$ cat config.mk
export PLATFORM = sky130hd
export DESIGN_NAME = uart_rx_seq
export DESIGN_NICKNAME = d
export VERILOG_FILES = /design/src/rtl/uart_pkg.sv /design/src/rtl/uart_baud_tick.sv /design/src/rtl/uart_rx_seq.sv
export SDC_FILE = /design/constraint.sdc
export NUM_CORES = 1
export LEC_CHECK = 0
export ABC_AREA = 1
export BUFFER_PORTS_ARGS = -buffer_cell sky130_fd_sc_hd__buf_4
export CORE_ASPECT_RATIO = 1.5
export CORE_MARGIN = 2
export CORE_UTILIZATION = 40
export DETAILED_ROUTE_END_ITERATION = 8
export PLACE_DENSITY = 0.57
export SYNTH_ARGS = -nofsm -noshare
export SYNTH_HDL_FRONTEND = slang
export SYNTH_SLANG_ARGS = --single-unit
$ cat constraint.sdc
create_clock -name clk -period 2.9 [get_ports clk]
set_input_delay 0.145 -clock clk [delete_from_list [all_inputs] [get_ports clk]]
set_output_delay 0.145 -clock clk [all_outputs]
set_load 0.01 [all_outputs]
$ cat src/rtl/uart_pkg.sv
// Shared UART definitions: receive state encoding and baud/oversample constants.
package uart_pkg;
  localparam int UART_MIN_BAUD   = 15;
  localparam int UART_BAUD_W     = 20;
  localparam int UART_OVERSAMPLE = 16;

  typedef enum logic [2:0] {
    ST_IDLE,
    ST_START,
    ST_DATA,
    ST_PARITY,
    ST_STOP
  } rx_state_t;
endpackage

$ cat src/rtl/uart_baud_tick.sv
// Oversample tick divider: one-clk tick every baud+1 clocks, restartable from zero via i_clr.
module uart_baud_tick
  import uart_pkg::*;
#(
  parameter int BAUD_W = UART_BAUD_W
) (
  input  logic              clk,
  input  logic              rst,
  input  logic              i_clr,
  input  logic [BAUD_W-1:0] i_baud,
  output logic              o_tick
);
  logic [BAUD_W-1:0] r_div_cnt;
  logic              w_wrap;

  assign w_wrap = (r_div_cnt == i_baud);
  assign o_tick = w_wrap;

  always_ff @(posedge clk) begin
    if (rst || i_clr || w_wrap) r_div_cnt <= '0;
    else                        r_div_cnt <= r_div_cnt + 1'b1;
  end
endmodule

$ cat src/rtl/uart_rx_seq.sv
// UART receive sequencer: rxd sync, start qualify, mid-bit sampling, valid/ack handshake.
// Define UART_RX_PARITY_EN to add an even-parity bit and the o_parity_err port.
module uart_rx_seq
  import uart_pkg::*;
#(
  parameter int DATA_BITS   = 8,
  parameter int OVERSAMPLE  = UART_OVERSAMPLE,
  parameter int SYNC_STAGES = 2
) (
  input  logic                   clk,
  input  logic                   rst,
  input  logic                   i_sel,
  input  logic                   i_rx_en,
  input  logic [UART_BAUD_W-1:0] i_baud,
  input  logic                   i_rxd,
  input  logic                   i_rd_ack,
  output logic [DATA_BITS-1:0]   o_rx_data,
  output logic                   o_rx_valid,
  output logic                   o_frame_err,
  output logic                   o_overrun,
  output logic                   o_baud_err,
  output logic                   o_busy,
  output logic [3:0]             o_bit_cnt
`ifdef UART_RX_PARITY_EN
  ,
  output logic                   o_parity_err
`endif
);
  localparam int              SAMP_W    = $clog2(OVERSAMPLE);
  localparam logic [SAMP_W-1:0] SAMP_HALF = SAMP_W'(OVERSAMPLE / 2 - 1);
  localparam logic [SAMP_W-1:0] SAMP_LAST = SAMP_W'(OVERSAMPLE - 1);
  localparam logic [3:0]      BITS_LAST = 4'(DATA_BITS - 1);
  localparam logic [3:0]      BITS_STOP = 4'(DATA_BITS + 1);

  rx_state_t            r_state, w_state_nxt;
  logic [SYNC_STAGES-1:0] r_sync;
  logic                 r_rxd_d;
  logic [SAMP_W-1:0]    r_samp_cnt;
  logic [3:0]           r_bit_cnt;
  logic [DATA_BITS-1:0] r_shreg;
  logic                 w_run, w_rxd_s, w_fall, w_tick, w_clr;
  logic                 w_samp_half, w_samp_bit, w_done;

  assign w_run       = i_sel & i_rx_en & (i_baud >= UART_BAUD_W'(UART_MIN_BAUD));
  assign w_rxd_s     = r_sync[SYNC_STAGES-1];
  assign w_fall      = ~w_rxd_s & r_rxd_d;
  assign w_clr       = ~w_run | ((r_state == ST_IDLE) & w_fall);
  assign w_samp_half = w_tick & (r_samp_cnt == SAMP_HALF);
  assign w_samp_bit  = w_tick & (r_samp_cnt == SAMP_LAST);
  assign w_done      = w_run & (r_state == ST_STOP) & w_samp_bit;

  uart_baud_tick #(.BAUD_W(UART_BAUD_W)) u_tick (
    .clk    (clk),
    .rst    (rst),
    .i_clr  (w_clr),
    .i_baud (i_baud),
    .o_tick (w_tick)
  );

  always_ff @(posedge clk) begin
    if (rst) begin
      r_sync  <= '1;
      r_rxd_d <= 1'b1;
    end else begin
      r_sync  <= {r_sync[SYNC_STAGES-2:0], i_rxd};
      r_rxd_d <= w_rxd_s;
    end
  end

  always_ff @(posedge clk) begin
    if (rst) r_state <= ST_IDLE;
    else     r_state <= w_state_nxt;
  end

  always_comb begin
    w_state_nxt = r_state;
    if (!w_run) begin
      w_state_nxt = ST_IDLE;
    end else begin
      case (r_state)
        ST_IDLE:  if (w_fall) w_state_nxt = ST_START;
        ST_START: if (w_samp_half) w_state_nxt = w_rxd_s ? ST_IDLE : ST_DATA;
`ifdef UART_RX_PARITY_EN
        ST_DATA:   if (w_samp_bit && r_bit_cnt == BITS_LAST) w_state_nxt = ST_PARITY;
        ST_PARITY: if (w_samp_bit) w_state_nxt = ST_STOP;
`else
        ST_DATA:   if (w_samp_bit && r_bit_cnt == BITS_LAST) w_state_nxt = ST_STOP;
`endif
        ST_STOP:  if (w_samp_bit) w_state_nxt = ST_IDLE;
        default:  w_state_nxt = ST_IDLE;
      endcase
    end
  end

  always_comb begin
    o_busy = (r_state != ST_IDLE);
  end

  // Frame datapath: sample counter, bit counter, shift register
`ifdef UART_RX_PARITY_EN
  logic r_par_bit;
  always_ff @(posedge clk) begin
    if (rst)                                   r_par_bit <= 1'b0;
    else if (r_state == ST_PARITY && w_samp_bit) r_par_bit <= w_rxd_s;
  end
`endif

  always_ff @(posedge clk) begin
    if (rst || !w_run) begin
      r_samp_cnt <= '0;
      r_bit_cnt  <= '0;
      r_shreg    <= '0;
    end else begin
      case (r_state)
        ST_START: if (w_tick) r_samp_cnt <= w_samp_half ? '0 : r_samp_cnt + 1'b1;
        ST_DATA: begin
          if (w_samp_bit) begin
            r_samp_cnt <= '0;
            r_shreg    <= {w_rxd_s, r_shreg[DATA_BITS-1:1]};
`ifdef UART_RX_PARITY_EN
            r_bit_cnt  <= r_bit_cnt + 1'b1;
`else
            r_bit_cnt  <= (r_bit_cnt == BITS_LAST) ? BITS_STOP : r_bit_cnt + 1'b1;
`endif
          end else if (w_tick) begin
            r_samp_cnt <= r_samp_cnt + 1'b1;
          end
        end
        ST_PARITY: begin
          if (w_samp_bit) begin
            r_samp_cnt <= '0;
            r_bit_cnt  <= BITS_STOP;
          end else if (w_tick) begin
            r_samp_cnt <= r_samp_cnt + 1'b1;
          end
        end
        ST_STOP: begin
          if (w_samp_bit) begin
            r_samp_cnt <= '0;
            r_bit_cnt  <= '0;
          end else if (w_tick) begin
            r_samp_cnt <= r_samp_cnt + 1'b1;
          end
        end
        default: begin
          r_samp_cnt <= '0;
          r_bit_cnt  <= '0;
        end
      endcase
    end
  end

  assign o_bit_cnt = r_bit_cnt;

  // Register-file handshake and status flags survive a disable; only rst clears them
  always_ff @(posedge clk) begin
    if (rst) begin
      o_rx_data   <= '0;
      o_rx_valid  <= 1'b0;
      o_frame_err <= 1'b0;
      o_overrun   <= 1'b0;
      o_baud_err  <= 1'b0;
    end else begin
      o_baud_err <= i_sel & i_rx_en & (i_baud < UART_BAUD_W'(UART_MIN_BAUD));
      if (w_done) begin
        o_rx_data   <= r_shreg;
        o_frame_err <= ~w_rxd_s;
        o_rx_valid  <= 1'b1;
      end else if (i_rd_ack) begin
        o_rx_valid  <= 1'b0;
      end
      if (w_done && o_rx_valid && !i_rd_ack) o_overrun <= 1'b1;
      else if (i_rd_ack && o_rx_valid)       o_overrun <= 1'b0;
    end
  end

`ifdef UART_RX_PARITY_EN
  always_ff @(posedge clk) begin
    if (rst)         o_parity_err <= 1'b0;
    else if (w_done) o_parity_err <= (^r_shreg) ^ r_par_bit;
  end
`endif
endmodule

== Word level (Yosys, flattened, before mapping) ==
Cells that the tools add are included.
Word-level totals
  bits of input ports: 26
  output and inout bits: 17
  word-level logic and storage cells: 85
  register bits: 54
Cells by class
  reduce and logical (&&, ||, !) cells: 19
  bitwise operators: 13
  magnitude comparators: 2
  add/sub/neg operators: 3
  muxes and demuxes: 20
  eq/ne operators: 16
Operators by type and width (count)
  4-bit 2-to-1 mux: 8
  20-bit by 1-bit adder with 20-bit output (second input constant): 1
  20-bit equality test: 1
  20-bit by 4-bit greater-or-equal comparator with 1-bit output (second input constant): 1
  20-bit by 4-bit < comparator with 1-bit output (second input constant): 1
  4-bit one-hot mux with 4 select lines: 1
  3-bit 2-to-1 mux: 4
  2-bit != test (second input constant): 6
  3-bit one-hot mux with 4 select lines: 1
  1-bit bitwise AND: 9
  4-bit by 1-bit adder with 4-bit output (second input constant): 2
  4-bit by 3-bit equality test with 1-bit output (second input constant): 2
  4-bit one-hot mux with 2 select lines: 1
  4-bit AND reduction: 2
  3-bit by 2-bit equality test with 1-bit output (second input constant): 2
  4-bit equality test (second input constant): 1
  1-bit logical AND: 4
  1-bit 2-to-1 mux: 4
  2-bit AND reduction: 2
  2-bit nonzero test: 2
  3-bit by 1-bit equality test with 1-bit output (second input constant): 1
  3-bit equality test (second input constant): 1
  3-bit logical NOT: 1
  1-bit logical OR: 3
  other kinds (9): 12

== Depth between registers and ports, before layout ==
Gate-level depths: netlist of run 1.
  depth after elaboration: 7
  gate-level depth with buffers: 14
  gate-level depth less buffers: 14

== Hierarchy ==
From an unflattened synthesis of run 1, not the netlist that was laid out.
Second synthesis, totals
  cells, all modules: 455
  area total of the unflattened synthesis: 3005.4 um2
By module, submodules not included
  uart_rx_seq: instances 1, sequential area each 680.7 um2, cells each 235, area each 1660.3 um2
  uart_baud_tick: instances 1, sequential area each 400.4 um2, cells each 220, area each 1345.0 um2

== Least setup slack after synthesis of run 1 ==
Ideal clock, no wire load.
  path kind: register to register
  start: register u_tick.r_div_cnt[13]
  end: register o_frame_err
  buffers on the path: 2
  stages on the path, launching flop included: 15
  setup slack: 1309 ps
  setup time: 134 ps
  period minus slack after synthesis: 1591 ps
  data arrival time: 1458 ps
  required time: 2766 ps
  cell sequence: dfxtp_1 -> buf_2 -> inv_2 -> nand2_1 -> nand2_1 -> nand2_1 -> nor2_1 -> nand3_2 -> nor2_4 -> nand2_4 -> inv_6 -> nand2_4 -> buf_6 -> nand2_1 -> a21oi_1
Between the ends
  longest elaborated chain between the ends: 3
RTL lines
  start: declaration: RTL line uart_baud_tick.sv:13  | logic [BAUD_W-1:0] r_div_cnt;
  start signal: assignment: RTL line uart_baud_tick.sv:21  | else r_div_cnt <= r_div_cnt + 1'b1;
  20-bit equality test: RTL line uart_baud_tick.sv:16  | assign w_wrap = (r_div_cnt == i_baud);
  1-bit bitwise AND: RTL line uart_rx_seq.sv:49  | assign w_samp_bit = w_tick & (r_samp_cnt == SAMP_LAST);
  1-bit bitwise AND: RTL line uart_rx_seq.sv:50  | assign w_done = w_run & (r_state == ST_STOP) & w_samp_bit;
  end signal: assignment: RTL line uart_rx_seq.sv:167  | o_frame_err <= ~w_rxd_s;
  end: declaration: RTL line uart_rx_seq.sv:19  | output logic o_frame_err,
No other way between the ends.
A chain may end at the register's enable or synchronous reset.

== Worst setup path after layout of run 1 ==
  start: register u_tick.r_div_cnt[4]
  end: register r_shreg[5]
Between the ends
  longest elaborated chain between the ends: 3
RTL lines
  20-bit equality test: RTL line uart_baud_tick.sv:16
  1-bit bitwise AND: RTL line uart_rx_seq.sv:49
  2-bit AND reduction (no line)
  end signal: assignment: RTL line uart_rx_seq.sv:119  | r_shreg <= {w_rxd_s, r_shreg[DATA_BITS-1:1]};
  end: declaration: RTL line uart_rx_seq.sv:40  | logic [DATA_BITS-1:0] r_shreg;
No other way between the ends.

==> impl_metrics.json, run 1 <==
{
  "drcViolationCount": 0,
  "grt_use_total_pct": 19.28,
  "max_cap_violations": 0,
  "synthMuxAreaShare_pct": 0,
  "gp_congestion": 0.8621,
  "yosys-top-cells-area": "dfxtp_1 36%, nand2_1 18%, nor2_1 7.0%",
  "peakVddDrop_v": 0.0002744,
  "clock_sinks": 54,
  "synth-compound-area-share_pct": 7.801,
  "cts.hold.buffers_added": 0,
  "cp-end-kind": "flop",
  "start_util_pct": 41.23,
  "setup_violations": 0,
  "rr_startpoint": "u_tick.r_div_cnt[4]",
  "dp.cells": 593,
  "cp_num_cells": 13,
  "power.density_mw_per_mm2": 368.3,
  "crit_top_cell": "nand2_1",
  "cts_buffers": 5,
  "switching_share_pct": 25.23,
  "yosys.area_share.simple_pct": 40.38,
  "finalCritPeriodShare_pct": 67.44,
  "grt_pass1_vias": 2712,
  "h-tree-depth": 2,
  "fill_cells": 782,
  "areaGrowthSynthToFinish_pct": 16.60,
  "hold_path_class": "input pin to flop",
  "switchingPower_mw": 0.3250,
  "final_common_cell": "nand2_1",
  "vias": 2870,
  "ios": 43,
  "clock_path_buffers": 2,
  "pwr-share-comb_pct": 8.9,
  "io_buffers": 42,
  "crit_family": "simple AND/OR/NAND/NOR gates",
  "layout_common_cells": "143 x nand2_1, 56 x nor2_1, 54 x dfxtp_1",
  "die_w_um": 74.70,
  "final_net_count": 529,
  "total_power_mw": 1.288,
  "die-area_mm2": 0.008221,
  "drive_gt1_share_pct": 15.57,
  "synth_top_family_by_area": "simple AND/OR/NAND/NOR gates",
  "startpoint": "u_tick.r_div_cnt[4]",
  "grt_use_met1_pct": 21.72,
  "start_kind": "flop",
  "cp_slowest_cell": "dfxtp_1",
  "vias_per_cell": 4.775,
  "cp_cell_sequence": "inv_2 > nand2_1 > nand2_1 > inv_1 > nand2_1 > nor2_2 > nand3_2 > nor2_4 > nand2_4 > inv_6 > nand2_1 > nand2_1 > a21oi_1",
  "use_met3_pct": 2.364,
  "routed_wirelength_mm": 7.287,
  "fmax_ghz": 0.5113,
  "cp.required_ns": 3.09,
  "synthCells": 458,
  "synth_seq_cells": 54,
  "grt_max_degree": 21,
  "stdcell_count": 601,
  "worstSetupPathType": "flop to flop",
  "grt.overflow.total": 0,
  "pwr-share-clk_pct": 33.1,
  "syn_nets": 487,
  "syn_avg_cell_area_um2": 6.548,
  "tightest_slew_ns": 0.5458,
  "cts.repair.resized": 0,
  "synth_top_area_share_pct": 36.05,
  "crit_fanout": 10,
  "worstPathArrival_ns": 2.15,
  "async_flop_share_pct": 0,
  "timing.hold.ws_ns": 0.01072,
  "synth_ff_type": "dfxtp_1",
  "syn_area_mm2": 0.002999,
  "crit_buf_inv": 3,
  "use_met2_pct": 35.65,
  "clkLatencyLatePin_ns": 0.31,
  "slew_headroom_pct": 63.34,
  "antennaDiodeCount": 0,
  "synth_xor_area_share_pct": 4.965,
  "first_iter_violations": 136,
  "setup.worst_path.end": "r_shreg[5]",
  "fin_crit_ns": 1.956,
  "grt_pass1_wl_mm": 12.16,
  "rows": 38,
  "rr_worst_depth": 13,
  "yosys.area_share.adder_pct": 1.252,
  "first_pass_iters": 4,
  "hold_viol": 0,
  "antenna_left": 0,
  "rsz0062_at_grt": "no",
  "r2r-end": "r_shreg[5]",
  "yosysTopAreaCell": "dfxtp_1",
  "cts_tree": "built",
  "post_cts_buffers": 0,
  "path_clk_slew_ns": 0.10,
  "yosysWarnings": 0,
  "max_stage_delay_ns": 0.46,
  "tns_ns": 0,
  "seqPwrFrac_pct": 57.9,
  "seq_area_frac_synth_pct": 36.05,
  "synth_cell_type_count": 36,
  "p_int_mw": 0.9629,
  "p_leak_nw": 1.424,
  "dp_hpwl_mm": 5.777,
  "r2r_setup_slack_ns": 0.94,
  "final-max-slew-violation-count": 0,
  "wl_per_cell_um": 12.12,
  "outcome": "finished clean",
  "busiest_layer": "met2",
  "finClkSkew_ns": 0.008996,
  "cts-root-buf": "clkbuf_8",
  "synth_edf_count": 0,
  "fp.coreArea_mm2": 0.007274,
  "antenna_found_initial": 0,
  "die_height_um": 110.1
}
## cell usage after synthesis, types with 2 or more instances
| cell type | number |
|---|---|
| a21oi_1 | 36 |
| a31oi_1 | 2 |
| buf_2 | 4 |
| clkbuf_1 | 3 |
| dfxtp_1 | 54 |
| ha_1 | 3 |
| inv_1 | 52 |
| inv_2 | 6 |
| nand2_1 | 143 |
| nand2_4 | 2 |
| nand3_1 | 22 |
| nand4_1 | 11 |
| nand4_2 | 2 |
| nor2_1 | 56 |
| nor2_2 | 2 |
| nor3_1 | 10 |
| nor3_2 | 2 |
| nor3b_2 | 4 |
| nor4_1 | 6 |
| o21ai_0 | 5 |
| or2_2 | 3 |
| xnor2_1 | 8 |
| xor2_1 | 9 |
## registers in the layout (all words and copies together), names as in the netlist
name	count
o_baud_err	1
o_bit_cnt	4
o_frame_err	1
o_overrun	1
o_rx_data	8
o_rx_valid	1
r_rxd_d	1
r_samp_cnt	4
r_shreg	8
r_state	3
r_sync	2
u_tick.r_div_cnt	20
## worst min path at each step
stage	slack, ns	endpoint	startpoint	cells after the start
after floorplan	0.25	r_sync[0]	i_rxd	1
after global placement	0.33	r_sync[0]	i_rxd	2
after detailed placement	0.34	r_sync[0]	i_rxd	2
after CTS	0.002	r_sync[0]	i_rxd	2
after global routing	0.006	r_sync[0]	i_rxd	2
final	0.01	r_sync[0]	i_rxd	2
## cells by family (layout without fill, tap and decap cells)
group / count (synthesis) / after routing
simple gates: 269 / 269
xor+xnor: 17 / 17
compound gates: 45 / 45
fa+ha+maj: 3 / 3
flops: 54 / 54
buf+inv: 70 / 113
## power by group through the flow
stage                     combinational (mW)  clock (mW)  sequential [mW]
final                                  0.115       0.427            0.746
after global routing                   0.129       0.474            0.747
after CTS                              0.116       0.446            0.746
after detailed placement               0.116           0            0.763
after global placement                 0.115           0            0.763
after floorplan                       0.0612           0            0.763
## per-layer routing
metal	vias up	part of all wire, %
li1	1531	-
met1	1275	42
met2	54	52
met3	10	3.2
met4	0	2.8
met5	-	0
## cell type report
type | instances | area (um^2) | share of cell area (%)
Clock buffer | 5 | 68.82 | 1.968
Clock inverter | 3 | 21.27 | 0.6082
Inverter | 61 | 239.0 | 6.834
Multi-Input combinational cell | 334 | 1632 | 46.65
Sequential cell | 54 | 1081 | 30.91
Tap cell | 100 | 125.1 | 3.578
Timing Repair Buffer | 44 | 330.3 | 9.445
## metrics by stage
stage / setup slack, ns / cell area (um^2) / utilization, %
floorplan: 1.309 / 2999 / -
global placement: 0.8952 / 3407 / 46.84
detailed placement: 0.8122 / 3407 / 46.84
CTS: 0.9384 / 3497 / 48.07
global route: 0.6542 / 3497 / 48.07
finish: 0.9442 / 3497 / 48.07
Note: power is estimated with default switching activity, not from simulation.
==> run 2: changes to the inputs <==
--- a/config.mk
+++ b/config.mk
@@ -5,7 +5,7 @@
 export SDC_FILE = /design/constraint.sdc
 export NUM_CORES = 1
 export LEC_CHECK = 0
-export ABC_AREA = 1
+export ABC_AREA = 0
 export BUFFER_PORTS_ARGS = -buffer_cell sky130_fd_sc_hd__buf_4
 export CORE_ASPECT_RATIO = 1.5
 export CORE_MARGIN = 2
==> constraint.sdc (replaced) <==
create_clock -name clk -period 1.85 [get_ports clk]
set_input_delay 0.0925 -clock clk [delete_from_list [all_inputs] [get_ports clk]]
set_output_delay 0.0925 -clock clk [all_outputs]
set_load 0.01 [all_outputs]
==> run 2 against run 1 <==
Effect of this change: the run now ends with negative setup slack left; setup slack got worse by 1.0 ns; global-route usage rose by 1.6 points; area after synthesis fell by 5.0%; critical path depth fell by 7; combinational power rose by 31%; final cell count fell by 19%; via count fell by 3.7%; sequential power rose by 57%; utilization rose by 9.0 points; fmax rose by 2.1%; critical path type unchanged.
==> impl_metrics.json, run 2 <==
{
  "r2r-end": "o_bit_cnt[2]",
  "slew_headroom_pct": 68.24,
  "grt.overflow.total": 0,
  "start_kind": "flop",
  "yosys.area_share.adder_pct": 1.317,
  "hold_viol": 0,
  "antennaDiodeCount": 0,
  "synth.most_common_cell": "dfxtp_1",
  "synth_top_family_by_area": "simple AND/OR/NAND/NOR gates",
  "yosysWarnings": 0,
  "finClkSkew_ns": 0.008100,
  "power.density_mw_per_mm2": 507.4,
  "h-tree-depth": 2,
  "antenna_found_initial": 0,
  "yosysTopAreaCell": "dfxtp_1",
  "final_common_cell": "buf_4",
  "vias": 2763,
  "hold_path_class": "input pin to flop",
  "synth_cell_type_count": 54,
  "syn_avg_cell_area_um2": 8.824,
  "setup.worst_path.end": "o_bit_cnt[2]",
  "grt_use_total_pct": 20.85,
  "stdcell_count": 484,
  "synth_seq_cells": 54,
  "wl_per_cell_um": 16.93,
  "path_clk_slew_ns": 0.10,
  "seq_area_frac_synth_pct": 37.93,
  "yosys-top-cells-area": "dfxtp_1 38%, xor2_1 7.4%, xnor2_1 4.6%",
  "die_height_um": 107.4,
  "largest_register_ffs": 20,
  "antenna_left": 0,
  "drcViolationCount": 0,
  "fmax_ghz": 0.5220,
  "die-area_mm2": 0.007831,
  "grt_pass1_wl_mm": 12.56,
  "yosys.area_share.simple_pct": 27.30,
  "final-max-slew-violation-count": 0,
  "startpoint": "u_tick.r_div_cnt[4]",
  "drive_gt1_share_pct": 36.70,
  "cts-root-buf": "clkbuf_8",
  "grt_pass1_vias": 2655,
  "rr_startpoint": "u_tick.r_div_cnt[4]",
  "largest_register": "u_tick.r_div_cnt",
  "synth_ff_type": "dfxtp_1",
  "layout_setup_ws_ns": -0.06574,
  "cp_cell_sequence": "xor2_2 > nor4_4 > nand3_2 > buf_12 > o311ai_0 > a21oi_1",
  "io_buffers": 42,
  "synth-compound-area-share_pct": 16.64,
  "cp_slowest_cell": "o311ai_0",
  "cp.required_ns": 2.05,
  "vias_per_cell": 5.709,
  "clkLatencyLatePin_ns": 0.32,
  "final_net_count": 434,
  "tightest_slew_ns": 0.4704,
  "rr_worst_depth": 6,
  "dp_slack_ns": -0.07234,
  "fin_crit_ns": 1.916,
  "first_iter_violations": 253,
  "dp.cells": 463,
  "clock_sinks": 54,
  "r2r_setup_slack_ns": -0.07,
  "max_cap_violations": 0,
  "areaGrowthSynthToFinish_pct": 38.24,
  "setup_violations": 1,
  "cts_buffers": 5,
  "rows": 37,
  "gp_congestion": 0.8518,
  "cts_tree": "built",
  "die_w_um": 72.93,
  "ys_top_cells_by_count": "54 x dfxtp_1, 27 x nor2_1, 25 x a21oi_1",
  "worstPathArrival_ns": 2.11,
  "crit_fanout": 6,
  "violations": "negative setup slack",
  "synth_top_area_share_pct": 37.93,
  "grt_max_degree": 32,
  "synthMuxAreaShare_pct": 0.3512,
  "synth_edf_count": 0,
  "first_pass_iters": 4,
  "syn_area_mm2": 0.002850,
  "largestRegisters": "u_tick.r_div_cnt x20, o_rx_data x8, r_shreg x8",
  "routed_wirelength_mm": 8.194,
  "dp_hpwl_mm": 5.817,
  "syn_nets": 352,
  "async_flop_share_pct": 0,
  "fp.coreArea_mm2": 0.006898,
  "peakVddDrop_v": 0.0003965,
  "cp-end-kind": "flop",
  "worstSetupPathType": "flop to flop",
  "ios": 43,
  "p_leak_nw": 1.445,
  "rsz0062_at_grt": "yes",
  "layout_common_cells": "81 x buf_4, 45 x dfxtp_1, 27 x nor2_1",
  "start_util_pct": 41.32,
  "outcome": "complete, but fails checks",
  "clock_path_buffers": 2,
  "synth_xor_area_share_pct": 11.98,
  "max_stage_delay_ns": 0.46,
  "synthCells": 323,
  "finalCritPeriodShare_pct": 103.6
}
[run 2: cells by family (layout without fill, tap and decap cells)]
| logic type | count (synthesis) | count (layout) |
|---|---|---|
| AOI/OAI and AO/OA | 73 | 73 |
| xor gates and xnor gates | 39 | 39 |
| and+or+nand+nor | 131 | 131 |
| muxes | 1 | 1 |
| adders and majority gates | 3 | 3 |
| DFF | 54 | 54 |
| buffers and inverters | 22 | 105 |
[run 2: how the worst min path moves through the flow]
stage / cells past startpoint / from / slack, ns / to
3_3_place_gp: 2 / i_rxd / 0.28 / r_sync[0]
6_report: 2 / rst / 0.03 / o_rx_data[2]
4_1_cts: 2 / rst / 0.03 / o_rx_data[1]
5_1_grt: 2 / rst / 0.04 / o_rx_data[2]
2_1_floorplan: 1 / i_rd_ack / 0.19 / o_overrun
3_5_place_dp: 2 / i_rxd / 0.29 / r_sync[0]
[run 2: power by group]
group | switching (mW) | total, mW | internal [mW] | leakage (nW)
sequential | 0.00349 | 1.17 | 1.16 | 0.440
combinational | 0.0740 | 0.151 | 0.0770 | 0.960
clock | 0.412 | 0.681 | 0.269 | 0.0452
total | 0.490 | 2.00 | 1.51 | 1.45
[run 2: cell type report]
type	count	area, um^2
Multi-Input combinational cell	247	1872
Timing Repair Buffer	92	770.7
Tap cell	78	97.59
Clock inverter	2	13.76
Fill cell	642	2958
Clock buffer	6	72.57
Inverter	5	18.77
Sequential cell	54	1095
[run 2: worst max-delay path, delay by kind of cell, from the launching register on]
kind                      cells  cell delay, ns
AOI/OAI and AO/OA             2            0.58
and+or+nand+nor               2            0.52
DFF                           1            0.35
buffers and inverters         1            0.19
xor gates and xnor gates      1            0.16
[run 2: routing by layer]
layer | vias up | global-route usage, % | part of all wire (%)
met1 | 1323 | 23.27 | 39
met4 | 0 | 8.862 | 3.3
li1 | 1352 | - | -
met3 | 18 | 3.371 | 3.1
met2 | 70 | 37.99 | 55
met5 | - | 0 | 0
[run 2: metrics by stage]
stage                     power [mW]   TNS (ns)  util, %  instance area [um^2]  hold WS, ns
after floorplan                1.250          0        -                  2850       0.1947
after detailed placement       1.325    -0.4300    50.30                  3470       0.2854
final                          1.999   -0.06574    57.12                  3940      0.03295
after global routing           2.081    -0.6841    57.12                  3940      0.03877
after global placement         1.324  -0.005245    50.30                  3470       0.2818
after CTS                      1.998   -0.01373    52.04                  3590      0.02780
[run 2: repair_timing]
item	4_1_cts	5_1_grt
hold buffers	2	0
gates cloned	0	1
buffers inserted	1	9
pin swaps	1	25
endpoints found under the setup margin	10	47
resized for setup	2	65
hold endpoints to repair	2	0
